[src/rtl/param_gpio_pkg.sv]
// Shared constants for the parameter-subsystem GPIO slave: the word
// register map and the width of the per-bit debounce counters.
package param_gpio_pkg;

    localparam logic [2:0] ADDR_DATA     = 3'd0;
    localparam logic [2:0] ADDR_DIR      = 3'd1;
    localparam logic [2:0] ADDR_IRQ_MASK = 3'd2;
    localparam logic [2:0] ADDR_EDGE_CAP = 3'd3;
    localparam logic [2:0] ADDR_OUTSET   = 3'd4;
    localparam logic [2:0] ADDR_OUTCLR   = 3'd5;
    localparam logic [2:0] ADDR_RISE_EN  = 3'd6;
    localparam logic [2:0] ADDR_FALL_EN  = 3'd7;

    localparam int DB_CNT_W = 16;

endpackage

[src/rtl/param_gpio_ext_filter.sv]
// Per-bit input conditioning: synchroniser chain, optional debounce filter
// (PARAM_GPIO_DEBOUNCE_EN), one-cycle delayed copy and edge pulses.
module gpio_bit_filter
    import param_gpio_pkg::*;
#(
    parameter int SYNC_STAGES     = 2,
    parameter int DEBOUNCE_CYCLES = 16
) (
    input  logic clk,
    input  logic reset_n,
    input  logic in_bit,
    output logic filt,
    output logic rise,
    output logic fall
);

    logic [SYNC_STAGES-1:0] sync_reg;
    logic                   filt_d_reg;

    // Synchroniser chain; bit 0 samples the pad, the top bit is the settled value.
    always_ff @(posedge clk or negedge reset_n) begin
        if (!reset_n) begin
            sync_reg <= '0;
        end else begin
            sync_reg <= {sync_reg[SYNC_STAGES-2:0], in_bit};
        end
    end

`ifdef PARAM_GPIO_DEBOUNCE_EN
    localparam logic [DB_CNT_W-1:0] DB_LAST = DB_CNT_W'(DEBOUNCE_CYCLES - 1);

    logic [DB_CNT_W-1:0] cnt_reg;
    logic                filt_reg;

    // Filtered value only follows the input after it has differed for DEBOUNCE_CYCLES clocks.
    always_ff @(posedge clk or negedge reset_n) begin
        if (!reset_n) begin
            cnt_reg  <= '0;
            filt_reg <= 1'b0;
        end else if (sync_reg[SYNC_STAGES-1] == filt_reg) begin
            cnt_reg <= '0;
        end else if (cnt_reg == DB_LAST) begin
            filt_reg <= sync_reg[SYNC_STAGES-1];
            cnt_reg  <= '0;
        end else begin
            cnt_reg <= cnt_reg + 1'b1;
        end
    end

    assign filt = filt_reg;
`else
    assign filt = sync_reg[SYNC_STAGES-1];
`endif

    // Previous filtered value, used to form single-cycle edge pulses.
    always_ff @(posedge clk or negedge reset_n) begin
        if (!reset_n) begin
            filt_d_reg <= 1'b0;
        end else begin
            filt_d_reg <= filt;
        end
    end

    assign rise = filt & ~filt_d_reg;
    assign fall = ~filt & filt_d_reg;

endmodule

[src/rtl/param_gpio_ext.sv]
// Parametrised Avalon-MM GPIO slave: register file, edge capture with
// write-1-to-clear, registered read mux and level interrupt.
// Optional per-bit input debouncing is built when PARAM_GPIO_DEBOUNCE_EN is defined.
module param_gpio_ext
    import param_gpio_pkg::*;
#(
    parameter int               WIDTH           = 8,
    parameter int               SYNC_STAGES     = 2,
    parameter logic [WIDTH-1:0] RESET_OUT       = '0,
    parameter int               DEBOUNCE_CYCLES = 16
) (
    input  logic             clk,
    input  logic             reset_n,
    input  logic [2:0]       address,
    input  logic             chipselect,
    input  logic             write_n,
    input  logic [31:0]      writedata,
    output logic [31:0]      readdata,
    input  logic [WIDTH-1:0] in_port,
    output logic [WIDTH-1:0] out_port,
    output logic [WIDTH-1:0] oe,
    output logic             irq
);

    logic [WIDTH-1:0] filt;
    logic [WIDTH-1:0] rise;
    logic [WIDTH-1:0] fall;
    logic [WIDTH-1:0] edge_hit;
    logic [WIDTH-1:0] wdata;
    logic             wr_en;

    logic [WIDTH-1:0] out_reg, out_next;
    logic [WIDTH-1:0] dir_reg, dir_next;
    logic [WIDTH-1:0] mask_reg, mask_next;
    logic [WIDTH-1:0] cap_reg, cap_next;
    logic [WIDTH-1:0] rise_en_reg, rise_en_next;
    logic [WIDTH-1:0] fall_en_reg, fall_en_next;
    logic [WIDTH-1:0] cap_clr;
    logic [31:0]      readdata_reg, readdata_next;

    genvar gi;
    generate
        for (gi = 0; gi < WIDTH; gi++) begin : g_bit
            gpio_bit_filter #(
                .SYNC_STAGES     (SYNC_STAGES),
                .DEBOUNCE_CYCLES (DEBOUNCE_CYCLES)
            ) u_filter (
                .clk     (clk),
                .reset_n (reset_n),
                .in_bit  (in_port[gi]),
                .filt    (filt[gi]),
                .rise    (rise[gi]),
                .fall    (fall[gi])
            );
        end
        if (WIDTH < 32) begin : g_unused
            logic unused_wdata;
            assign unused_wdata = ^writedata[31:WIDTH];
        end
    endgenerate

    assign wr_en    = chipselect & ~write_n;
    assign wdata    = writedata[WIDTH-1:0];
    assign edge_hit = (rise & rise_en_reg) | (fall & fall_en_reg);

    // Register writes; a new edge overrides a coincident W1C clear of the same bit.
    always_comb begin
        out_next     = out_reg;
        dir_next     = dir_reg;
        mask_next    = mask_reg;
        rise_en_next = rise_en_reg;
        fall_en_next = fall_en_reg;
        cap_clr      = '0;
        if (wr_en) begin
            case (address)
                ADDR_DATA:     out_next     = wdata;
                ADDR_DIR:      dir_next     = wdata;
                ADDR_IRQ_MASK: mask_next    = wdata;
                ADDR_EDGE_CAP: cap_clr      = wdata;
                ADDR_OUTSET:   out_next     = out_reg | wdata;
                ADDR_OUTCLR:   out_next     = out_reg & ~wdata;
                ADDR_RISE_EN:  rise_en_next = wdata;
                ADDR_FALL_EN:  fall_en_next = wdata;
                default:       ;
            endcase
        end
        cap_next = (cap_reg & ~cap_clr) | edge_hit;
    end

    // Read mux, evaluated every cycle from the current address.
    always_comb begin
        readdata_next = '0;
        case (address)
            ADDR_DATA:     readdata_next[WIDTH-1:0] = (out_reg & dir_reg) | (filt & ~dir_reg);
            ADDR_DIR:      readdata_next[WIDTH-1:0] = dir_reg;
            ADDR_IRQ_MASK: readdata_next[WIDTH-1:0] = mask_reg;
            ADDR_EDGE_CAP: readdata_next[WIDTH-1:0] = cap_reg;
            ADDR_RISE_EN:  readdata_next[WIDTH-1:0] = rise_en_reg;
            ADDR_FALL_EN:  readdata_next[WIDTH-1:0] = fall_en_reg;
            default:       readdata_next = '0;
        endcase
    end

    // Register file, capture bits and read data.
    always_ff @(posedge clk or negedge reset_n) begin
        if (!reset_n) begin
            out_reg      <= RESET_OUT;
            dir_reg      <= '0;
            mask_reg     <= '0;
            cap_reg      <= '0;
            rise_en_reg  <= '0;
            fall_en_reg  <= '0;
            readdata_reg <= '0;
        end else begin
            out_reg      <= out_next;
            dir_reg      <= dir_next;
            mask_reg     <= mask_next;
            cap_reg      <= cap_next;
            rise_en_reg  <= rise_en_next;
            fall_en_reg  <= fall_en_next;
            readdata_reg <= readdata_next;
        end
    end

    assign out_port = out_reg;
    assign oe       = dir_reg;
    assign readdata = readdata_reg;
    assign irq      = |(cap_reg & mask_reg);

endmodule

[config.mk]
export PLATFORM = sky130hd
export DESIGN_NAME = param_gpio_ext
export DESIGN_NICKNAME = d
export VERILOG_FILES = /design/src/rtl/param_gpio_pkg.sv /design/src/rtl/param_gpio_ext_filter.sv /design/src/rtl/param_gpio_ext.sv
export SDC_FILE = /design/constraint.sdc
export NUM_CORES = 1
export LEC_CHECK = 0
export BUFFER_PORTS_ARGS = -buffer_cell sky130_fd_sc_hd__buf_2
export CORE_AREA = 5 5 83 100
export CTS_CLUSTER_SIZE = 12
export DETAILED_ROUTE_END_ITERATION = 8
export DIE_AREA = 0 0 88 105
export GPL_TIMING_DRIVEN = 1
export PLACE_DENSITY = 0.87
export SYNTH_ARGS = -nofsm -noshare
export SYNTH_HDL_FRONTEND = slang
export SYNTH_HIERARCHICAL = 1
export SYNTH_SLANG_ARGS = --single-unit
[constraint.sdc]
create_clock -name clk -period 1.4 [get_ports clk]
set_clock_uncertainty 0.15 [all_clocks]
set_input_delay 0.14 -clock clk [delete_from_list [all_inputs] [get_ports clk]]
set_output_delay 0.14 -clock clk [all_outputs]
set_load 0.005 [all_outputs]
# Word level (Yosys, flattened, before mapping)
# Cells that the tools add are included.
dict set report word_totals {
  ff_bits 80
  input_bits 47
  out_inout_bits 49
  word_cells 90
}
dict set report op_classes {
  eq_ne 7
  mux 4
  bitwise_logic 48
  reduce_logical 8
}
# op count
set op_table {}
lappend op_table {{$and A8 B8 Y8} 7}
lappend op_table {{$pmux W8 S6} 1}
lappend op_table {{$or A8 B8 Y8} 4}
lappend op_table {{$not A8 Y8} 3}
lappend op_table {{$pmux W8 S3} 1}
lappend op_table {{$and A1 B1 Y1} 17}
lappend op_table {{$not A1 Y1} 17}
lappend op_table {{$mux W8} 2}
lappend op_table {{$eq A3 B3 Y1 const B} 4}
lappend op_table {{$reduce_and A2 Y1} 5}
lappend op_table {{$reduce_or A8 Y1} 1}
lappend op_table {{$eq A3 B2 Y1 const B} 2}
lappend op_table {{$eq A3 B1 Y1 const B} 1}
lappend op_table {{$logic_not A3 Y1} 1}
lappend op_table {{$reduce_bool A3 Y1} 1}

# Longest topological paths before layout
# Gate-level depths: netlist of the first run.
dict set report depth {
  depth_word 6
  ltp_mapped 5
  ltp_nobuf 3
}

# Cells and area by module
# Netlist of the first run, hierarchy kept.
# module n_inst cells_each area_per_inst_um2 seq_area_each_um2
set modules_own_cells {}
lappend modules_own_cells {param_gpio_ext 1 246 2907.8 1401.3}
lappend modules_own_cells {gpio_bit_filter 8 5 90.1 75.1}

# Worst setup path before layout of the first run
# Ideal clock, no wire load.
dict set report synth_path {
  kind {in2reg}
  from {in write_n}
  to {reg rise_en_reg[0]}
  setup_ns 0.125
  arrival_time_ns 1.134
  t_required_ns 1.125
  slack_ns -0.009
  cell_stages 4
  n_path_buf 1
  cell_sequence {nand3b_1 -> buf_6 -> nor3b_4 -> mux2_2}
}
dict set report synth_between {
  elab_chain_len 3
}
# item line
set synth_rtl {}
lappend synth_rtl {{start: declaration} param_gpio_ext.sv:16} ;# input logic write_n,
lappend synth_rtl {{$not A1 Y1} param_gpio_ext.sv:62} ;# assign wr_en = chipselect & ~write_n;
lappend synth_rtl {{$and A1 B1 Y1} param_gpio_ext.sv:62}
lappend synth_rtl {{$reduce_and A2 Y1 (no line)} n/a}
lappend synth_rtl {{end signal: assignment} param_gpio_ext.sv:119} ;# rise_en_reg <= rise_en_next;
lappend synth_rtl {{end: declaration} param_gpio_ext.sv:36} ;# logic [WIDTH-1:0] rise_en_reg, rise_en_next;
# Every way passes these cells.
# A chain may end at the register's enable or synchronous reset.

# Worst setup path after layout of the first run
dict set report layout_path {
  from {reg cap_reg[2]}
  to {out irq}
}
dict set report layout_between {
  elab_chain_len 2
}
# item line
set layout_rtl {}
lappend layout_rtl {{start: declaration} param_gpio_ext.sv:35} ;# logic [WIDTH-1:0] cap_reg, cap_next;
lappend layout_rtl {{start signal: assignment} param_gpio_ext.sv:118} ;# cap_reg <= cap_next;
lappend layout_rtl {{$and A8 B8 Y8} param_gpio_ext.sv:128} ;# assign irq = |(cap_reg & mask_reg);
lappend layout_rtl {{$reduce_or A8 Y1} param_gpio_ext.sv:128}
lappend layout_rtl {{end: declaration} param_gpio_ext.sv:22} ;# output logic irq
# Every way passes these cells.

==> qor.yml, run 1 <==
route:
  drtIter0Drc: 123
  finalWirelength_um: 8150
  topRoutingLayerUsed: "met4"
  dr_wl_met2_um: 4140
  drtPass1Iterations: 4
  wl_met1_um: 3340
  wl_per_cell_um: 17.4
  drc: 0
  antenna_left: 0
  vias: 2544
  via_per_inst: 5.42
  wl_met3_um: 495
synthesis:
  avgSynthCellArea_um2: 12.7
  yosys.area.top_type: "dfrtp_1"
  yosys-top-cells-area: "dfrtp_1 55%, mux2_2 7.4%, mux2i_1 5.5%, buf_4 5.0%, mux2_4 3.3%"
  synth_ff_type: "dfrtp_1"
  synth_area_um2: 3630
  syn-instance-count: 286
  synth_top_cell_area_share_pct: 55.2
  ys_types: 35
  synth-seq-cells: 80
  synth_edf_count: 0
  async_flop_share_pct: 100
  yosysSeqAreaShare_pct: 55.2
  yosysWarnings: 6
outcome:
  violations: "setup timing"
  status: "finished with violations"
clock_network:
  clock-sinks: 80
  ctsLongestPathBuffers: 2
  numCtsBuffers: 9
  clk_latency_ns: 0.35
  htreeDepth: 3
  cts_tree: "built"
  clk_pin_slew_ns: 0.08
  cts_root_buffer: "clkbuf_8"
placed_design:
  io_buffer_count: 47
  place_congestion: 0.863
  placed_area_um2: 4020
  dp_hpwl_um: 5690
  dp.cells: 434
layout:
  layout_common_cells: "80 x dfrtp_1, 46 x buf_2, 26 x buf_4"
  area_delta_synth_final_pct: 21.9
  final_common_cell: "dfrtp_1"
  finalCoreUtilization_pct: 61.5
  fin_cells: 469
  stdcell_area_um2: 4420
  nets: 422
  num_antenna_cells: 0
  largest_register_ffs: 16
  drive_gt1_share_pct: 35.4
global_routing:
  grt_pass1_vias: 2817
  grt_pass1_wl_um: 13900
  track_usage_pct: 19.5
  antenna_found_initial: 0
  grt_max_degree: 32
  grt_overflow_total: 0
worst_hold_path:
  hp-class: "in2async"
floorplanning:
  rows: 34
  initial_core_util_pct: 50.5
  io_pins: 96
  core_um2: 7190
  dieWidth_um: 88
  die-area_um2: 9240
  die_h_um: 105
timing:
  timing.final.crit_period_ns: 1.54
  rsz0062_at_grt: "yes"
  timing.final.crit_share_pct: 110
  setup_violations: 1
  worst_slack_ns: -0.141
  hold_viol: 0
  fmax_mhz: 649
  slew_violations: 0
pwr:
  power.leakage_nw: 2.12
  power-per-cell-area_nw_per_um2: 1310
  vdd_drop_max_mv: 0.643
  total_power_w: 0.00580
critical_path:
  crit_required_ns: 1.11
  critPathCaptureType: "primary output"
  critPathMaxFanout: 2
  arrival_ns: 1.25
  crit_type: "reg2out"
  start_kind: "flop"
run:
  maxCapViolations: 0
-- timing repair --
action                                 in CTS  in global routing
gates resized for setup                     2                  1
endpoints found under the hold margin     132                  0
setup buffers                               3                  0
pin swaps                                   2                  1
setup endpoints to repair                   1                  1
hold buffers                               17                  0
-- final timing paths --
kind | from | endpoint | slack (ns) | cells after the start
min in group clk | address[0] | readdata[1] | 0.10 | 3
min | reset_n | g_bit[5].u_filter/sync_reg[0] | 0.1 | 2
max reg2reg | oe[4] | readdata[4] | 0.15 | 3
max | cap_reg[2] | irq | -0.14 | 3
min reg2reg | g_bit[0].u_filter/sync_reg[0] | g_bit[0].u_filter/sync_reg[1] | 0.20 | 0
max in group asynchronous | reset_n | cap_reg[3] | 0.53 | 3
-- synthesized netlist by cell type, types with 7 or more instances --
cell type and n:
dfrtp_1 80, buf_4 24, mux2_2 24, mux2i_1 20, a22oi_1 12, nand2_1 12, inv_1 9, nor2b_1 9
a221o_1 8, and2b_2 8, and3_1 8, mux2_4 8, o31ai_1 8, buf_2 7, o21ai_0 7
-- logic make-up after synthesis --
family          Yosys count  share of synthesized area, %
other cells               1                         0.103
mux                      52                          16.3
buf+inv                  45                          7.79
simple gates             55                          9.62
compound gates           53                          11.0
flops                    80                          55.2
-- routing by layer --
layer / track usage (%) / vias up
met5: 0 / -
li1: - / 1154
met2: 30.5 / 85
met3: 5.20 / 19
met1: 25.1 / 1286
met4: 8.66 / 0
-- metrics by stage --
step | setup TNS, ns | hold slack (ns) | setup WS [ns]
2_1_floorplan | -0.0739 | -0.306 | -0.00924
3_5_place_dp | -5.41 | -0.0584 | -0.278
5_1_grt | -0.205 | 0.0929 | -0.205
6_report | -0.141 | 0.0963 | -0.141
3_3_place_gp | -4.14 | -0.0583 | -0.219
4_1_cts | -0.152 | 0.0897 | -0.152
-- cell type report --
type	count	area, µm²
clock buffer	10	138
sequential	80	2000
inverter	9	33.8
multi-input combinational	184	1450
clock inverter	5	57.6
fill	568	2770
tap	90	113
timing repair buffer	91	636
-- critical path, stage by stage (launching register included) --
cell and delay, ns:
dfrtp_1 0.40, a22oi_2 0.20, nand4_1 0.14, buf_2 0.16
-- report_power, final --
part	internal [W]	switching [W]	leakage [nW]	total (W)
combinational	0.000653	0.000462	1.10	0.00112
sequential	0.00268	0.000316	0.932	0.00299
clock	0.000859	0.000830	0.0904	0.00169
No activity file was read; power rests on OpenSTA's default activity.
==> run 2, diff against run 1 <==
Settings changed: CORE_AREA 5 5 83 100 to 5 5 87 105, DIE_AREA 0 0 88 105 to 0 0 92 110, PLACE_DENSITY 0.87 to 0.83, RECOVER_POWER set to 50.
Clock period 1.4 ns to 1.38 ns, I/O delays scaled along.
==> run 2 against run 1 <==
The run still ends with setup timing left. Combinational power about the same. Register-to-register slack got worse by 0.04 ns. Largest cell class unchanged. First-iteration DRC count is 25% higher. Global-route usage is 2.2 points lower. Critical endpoint unchanged. Setup slack worse by 0.043 ns. Final cell count rose by 1.1%. Total power decreased by 3.1%.
==> qor.yml, run 2 (same netlist as run 1, synthesis figures left out) <==
outcome:
  status: "finished with violations"
  violations: "setup timing"
route:
  finalWirelength_um: 8250  # +1.2%
  wl_per_cell_um: 17.4  # +0.11%
  via_per_inst: 5.36  # -1.2%
  antenna_left: 0  # unchanged
  vias: 2540  # -0.16%
  drtPass1Iterations: 4  # unchanged
  drc: 0  # unchanged
  drtIter0Drc: 154  # +25%
critical_path:
  critPathCaptureType: "primary output"
  startpoint: "cap_reg[2]"
  timing.reg2reg.setup_slack_ns: 0.11  # -0.04 ns
  r2r-start: "cap_reg[4]"
  endpoint: "irq"
  arrival_ns: 1.28  # +0.03 ns
  crit_type: "reg2out"
  critPathMaxFanout: 2  # unchanged
  crit_required_ns: 1.09  # -0.02 ns
  start_kind: "flop"
  worstRegToRegCells: 4  # +1
  worstReg2RegEnd: "readdata[4]"
timing:
  fmax_mhz: 639
  max_slew_margin_pct: 52.7
  setup_violations: 1  # unchanged
  hold_slack_ns: 0.140  # +0.0432 ns
  fin_setup_tns_ns: -0.184  # -0.0425 ns
  timing.final.crit_period_ns: 1.56
  rsz0062_at_grt: "yes"
  worstMarginPinSlew_ns: 0.710
  worst_slack_ns: -0.184  # -0.0425 ns
  hold_viol: 0  # unchanged
  slew_violations: 0  # unchanged
  timing.final.crit_share_pct: 113
placed_design:
  dp.cells: 438  # +0.92%
  io_buffer_count: 47  # unchanged
  dp_hpwl_um: 5750  # +1.1%
  pre_cts_ws_ns: -0.240  # +0.0380 ns
  place_congestion: 0.839  # -2.8%
layout:
  area_delta_synth_final_pct: 20.6
  drive_gt1_share_pct: 34.6  # -0.79 points
  nets: 423  # +0.24%
  fin_cells: 474  # +1.1%
  num_antenna_cells: 0  # unchanged
  largest_register_ffs: 16  # unchanged
  final_common_cell: "dfrtp_1"
  layout_common_cells: "80 x dfrtp_1, 46 x buf_2, 27 x buf_4"
  n_fill_cell: 686  # +21%
global_routing:
  antenna_found_initial: 0  # unchanged
  track_usage_pct: 17.3  # -2.2 points
  grt_pass1_wl_um: 13300  # -4.7%
  grt_max_degree: 81  # +150%
  grt_overflow_total: 0  # unchanged
  grt_pass1_vias: 2606  # -7.5%
floorplanning:
  die_h_um: 110  # +4.8%
  dieWidth_um: 92  # +4.5%
  rows: 36  # +5.9%
  die-area_um2: 10100  # +9.5%
  io_pins: 96  # unchanged
  initial_core_util_pct: 45.3  # -5.2 points
  core_um2: 8020  # +12%
clock_network:
  cts_root_buffer: "clkbuf_8"
  ctsLongestPathBuffers: 2  # unchanged
  htreeDepth: 3  # unchanged
  clock-sinks: 80  # unchanged
  clk_latency_ns: 0.36  # about the same
  numCtsBuffers: 9  # unchanged
  clk_pin_slew_ns: 0.07  # about the same
  cts_tree: "built"
worst_hold_path:
  hp-class: "in2reg"
pwr:
  comb_power_share_pct: 20.2  # +1.0 points
  p_sw_share_pct: 27.7  # -0.074 points
  internal-power_w: 0.00406  # -3.0%
  power.leakage_nw: 2.11  # -0.70%
  vdd_drop_max_mv: 0.465  # -28%
  seqPwrFrac_pct: 54.1  # +2.5 points
  p_sw_w: 0.00155  # -3.3%
  power-per-cell-area_nw_per_um2: 1280  # -2.0%
  clock_power_share_pct: 25.7  # -3.4 points
run:
  maxCapViolations: 0  # unchanged
==> run 2: changes by cell type in the layout (fill, tap and decap cells not counted), sizes merged <==
cell      previous run  this run
bufinv               1         0
clkinvlp             3         0
clkbuf              10        14
==> run 2: critical path: stages, from the launching register on <==
cell	delay, ns
dfrtp_1	0.40
a22oi_2	0.20
nand4_1	0.16
buf_2	0.16
==> run 2: how the worst min path moves through the flow <==
stage	startpoint	end	slack, ns	cells past startpoint
5_1_grt	address[0]	readdata[1]	0.15	3
6_report	address[0]	readdata[6]	0.14	3
3_5_place_dp	reset_n	g_bit[3].u_filter/sync_reg[0]	0.05	2
2_1_floorplan	reset_n	cap_reg[0]	-0.31	0
4_1_cts	address[0]	readdata[6]	0.11	3
3_3_place_gp	reset_n	g_bit[3].u_filter/sync_reg[0]	0.04	2
==> run 2: cell type report <==
class / count / area [µm²] / area share [%]
timing repair buffer: 92 / 622 / 14.2
inverter: 9 / 33.8 / 0.772
sequential: 80 / 2000 / 45.8
tap: 95 / 119 / 2.72
clock inverter: 1 / 5.00 / 0.114
clock buffer: 13 / 149 / 3.40
multi-input combinational: 184 / 1450 / 33.0
==> run 2: power by group through the flow <==
stage | registers [W] | logic (W) | clock network, W
finish | 0.00304 | 0.00114 | 0.00144
global route | 0.00309 | 0.00125 | 0.00160
CTS | 0.00303 | 0.00112 | 0.00151
detailed placement | 0.00307 | 0.00105 | 0
global placement | 0.00304 | 0.00102 | 0
floorplan | 0.00299 | 0.000686 | 0
==> run 2: timing repair <==
action                                  in CTS  in global routing
endpoints found under the setup margin       1                  1
buffers inserted                             3                  2
gates resized for setup                      1                  2
hold buffers                                17                  0
hold endpoints to repair                   136                  0
pin swaps                                    1                  2
==> run 2: routing by layer <==
| metal | GRT usage, % | wire length [µm] |
|---|---|---|
| met1 | 21.4 | 3430 |
| met2 | 27.6 | 4020 |
| met3 | 5.84 | 624 |
| met4 | 7.96 | 175 |
| met5 | 0 | 0 |
==> run 2: stage by stage <==
| stage | util (%) | area (µm²) | total power (W) |
|---|---|---|---|
| detailed placement | 50.0 | 4010 | 0.00412 |
| global placement | 50.0 | 4010 | 0.00406 |
| floorplan | - | 3710 | 0.00368 |
| finish | 54.6 | 4380 | 0.00562 |
| global route | 54.6 | 4380 | 0.00594 |
| CTS | 54.4 | 4360 | 0.00566 |
==> run 3, diff against run 2 <==
Settings changed: BUFFER_PORTS_ARGS -buffer_cell sky130_fd_sc_hd__buf_2 to -buffer_cell sky130_fd_sc_hd__buf_4.
==> run 3 against run 2 <==
The run still ends with setup timing left. Sequential power about the same. Global-route usage decreased by 0.74 points. Die area did not move. Critical endpoint unchanged. Largest cell class unchanged.
==> qor.yml, run 3 (same netlist as run 1, synthesis figures left out) <==
layout:
  nets: 419  # -0.95%
  largest_register_ffs: 16  # unchanged
  num_antenna_cells: 0  # unchanged
  layout_common_cells: "80 x dfrtp_1, 61 x buf_4, 24 x mux2_2, 24 x conb_1, 20 x mux2i_1"
  fin_cells: 472  # -0.42%
  final_common_cell: "dfrtp_1"
  drive_gt1_share_pct: 34.5  # -0.082 points
  area_delta_synth_final_pct: 24.6
placed_design:
  dp_hpwl_um: 5830  # +1.4%
  io_buffer_count: 47  # unchanged
  dp.cells: 438  # unchanged
  place_congestion: 0.858  # +2.2%
  pre_cts_ws_ns: -0.313  # -0.0729 ns
floorplanning:
  die_h_um: 110  # unchanged
  rows: 36  # unchanged
  io_pins: 96  # unchanged
  dieWidth_um: 92  # unchanged
  die-area_um2: 10100  # unchanged
  initial_core_util_pct: 45.3  # unchanged
  core_um2: 8020  # unchanged
route:
  wl_per_cell_um: 17.1  # -1.5%
  drc: 0  # unchanged
  vias: 2472  # -2.7%
  drtPass1Iterations: 4  # unchanged
  antenna_left: 0  # unchanged
  via_per_inst: 5.24  # -2.3%
  drtIter0Drc: 178  # +16%
  finalWirelength_um: 8090  # -1.9%
timing:
  max_slew_margin_pct: 53.7  # +1.1 points
  timing.final.crit_period_ns: 1.58  # +0.0119 ns
  hold_viol: 0  # unchanged
  fmax_mhz: 635  # -0.76%
  fin_setup_tns_ns: -0.196  # -0.0119 ns
  rsz0062_at_grt: "yes"
  timing.final.crit_share_pct: 114  # +0.86 points
  setup_violations: 1  # unchanged
  slew_violations: 0  # unchanged
  worst_slack_ns: -0.196  # -0.0119 ns
  worstMarginPinSlew_ns: 0.693  # -0.0176 ns
pwr:
  power-per-cell-area_nw_per_um2: 1350  # +5.4%
  vdd_drop_max_mv: 0.695  # +49%
  power.leakage_nw: 2.15  # +2.0%
worst_hold_path:
  hp-class: "in2reg"
  hold_start: "address[0]"
clock_network:
  clk_latency_ns: 0.36  # about the same
  cts_root_buffer: "clkbuf_8"
  clk_pin_slew_ns: 0.09  # +0.02 ns
  numCtsBuffers: 9  # unchanged
  clock-sinks: 80  # unchanged
  cts_tree: "built"
  ctsLongestPathBuffers: 2  # unchanged
  htreeDepth: 3  # unchanged
global_routing:
  grt_overflow_total: 0  # unchanged
  track_usage_pct: 16.5  # -0.74 points
  grt_pass1_vias: 2592  # -0.54%
  grt_max_degree: 43  # -47%
  grt_pass1_wl_um: 12900  # -3.0%
  antenna_found_initial: 0  # unchanged
critical_path:
  startpoint: "mask_reg[6]"
  crit_required_ns: 1.09  # about the same
  start_kind: "flop"
  critPathMaxFanout: 3  # +1
  critPathCaptureType: "primary output"
  r2r-start: "out_port[3]"
  crit_type: "reg2out"
  arrival_ns: 1.29  # about the same
outcome:
  status: "finished with violations"
  violations: "setup timing"
run:
  maxCapViolations: 0  # unchanged
run 3: cell types whose count changed in the layout (fill, tap and decap cells not counted), sizes merged:
cell / change
clkinv: +2
buf: -13
clkinvlp: +1
bufinv: +2
clkbuf: +6
run 3: path summary, 6_finish.rpt:
path / endpoint / slack (ns) / cells past startpoint
hold reg to reg: g_bit[5].u_filter/sync_reg[1] / 0.20 / 0
setup / recovery: irq / -0.20 / 3
min in group asynchronous: g_bit[3].u_filter/sync_reg[0] / 0.29 / 3
setup reg to reg: readdata[3] / 0.11 / 3
max in group asynchronous: oe[1] / 0.37 / 3
hold / removal: readdata[6] / 0.03 / 3
run 3: area by class of cell:
cell class	instances	area [µm²]
inverters	9	33.8
clock buffers	10	128
repair buffers	88	699
multi-input cells	184	1450
clock inverters	6	93.8
well taps	95	119
flip-flops and latches	80	2000
fillers	648	3500
run 3: metrics by stage:
stage / power, W / util [%] / hold slack [ns] / area [µm²]
after detailed placement: 0.00422 / 51.6 / -0.00748 / 4140
after floorplan: 0.00368 / - / -0.308 / 3710
after global placement: 0.00417 / 51.6 / -0.0115 / 4140
final: 0.00612 / 56.4 / 0.0339 / 4520
after CTS: 0.00619 / 56.7 / 0.0169 / 4540
after global routing: 0.00642 / 56.4 / 0.0369 / 4520
run 3: timing repair:
action	4_1_cts	5_1_grt
hold buffers	17	0
pin swaps	1	2
buffers inserted	1	0
endpoints found under the setup margin	1	2
resized for setup	2	1
cloned	0	0
endpoints found under the hold margin	134	0
run 3: power by group:
| part | total (W) | internal [W] | switching, W |
|---|---|---|---|
| Combinational | 0.00118 | 0.000721 | 0.000460 |
| Sequential | 0.00304 | 0.00271 | 0.000326 |
| Clock | 0.00190 | 0.00103 | 0.000870 |
| Total | 0.00612 | 0.00446 | 0.00166 |
run 3: critical path, stage by stage, from the launching register on:
cell and delay (ns):
dfrtp_1 0.41, a22oi_2 0.21, nand4_1 0.15, buf_4 0.17
run 3: metal layers:
metal | vias up | routed length [µm] | track usage [%]
li1 | 1156 | - | -
met1 | 1217 | 3420 | 20.3
met2 | 87 | 4010 | 28.7
met3 | 12 | 533 | 4.21
met4 | 0 | 133 | 5.63
met5 | - | 0 | 0
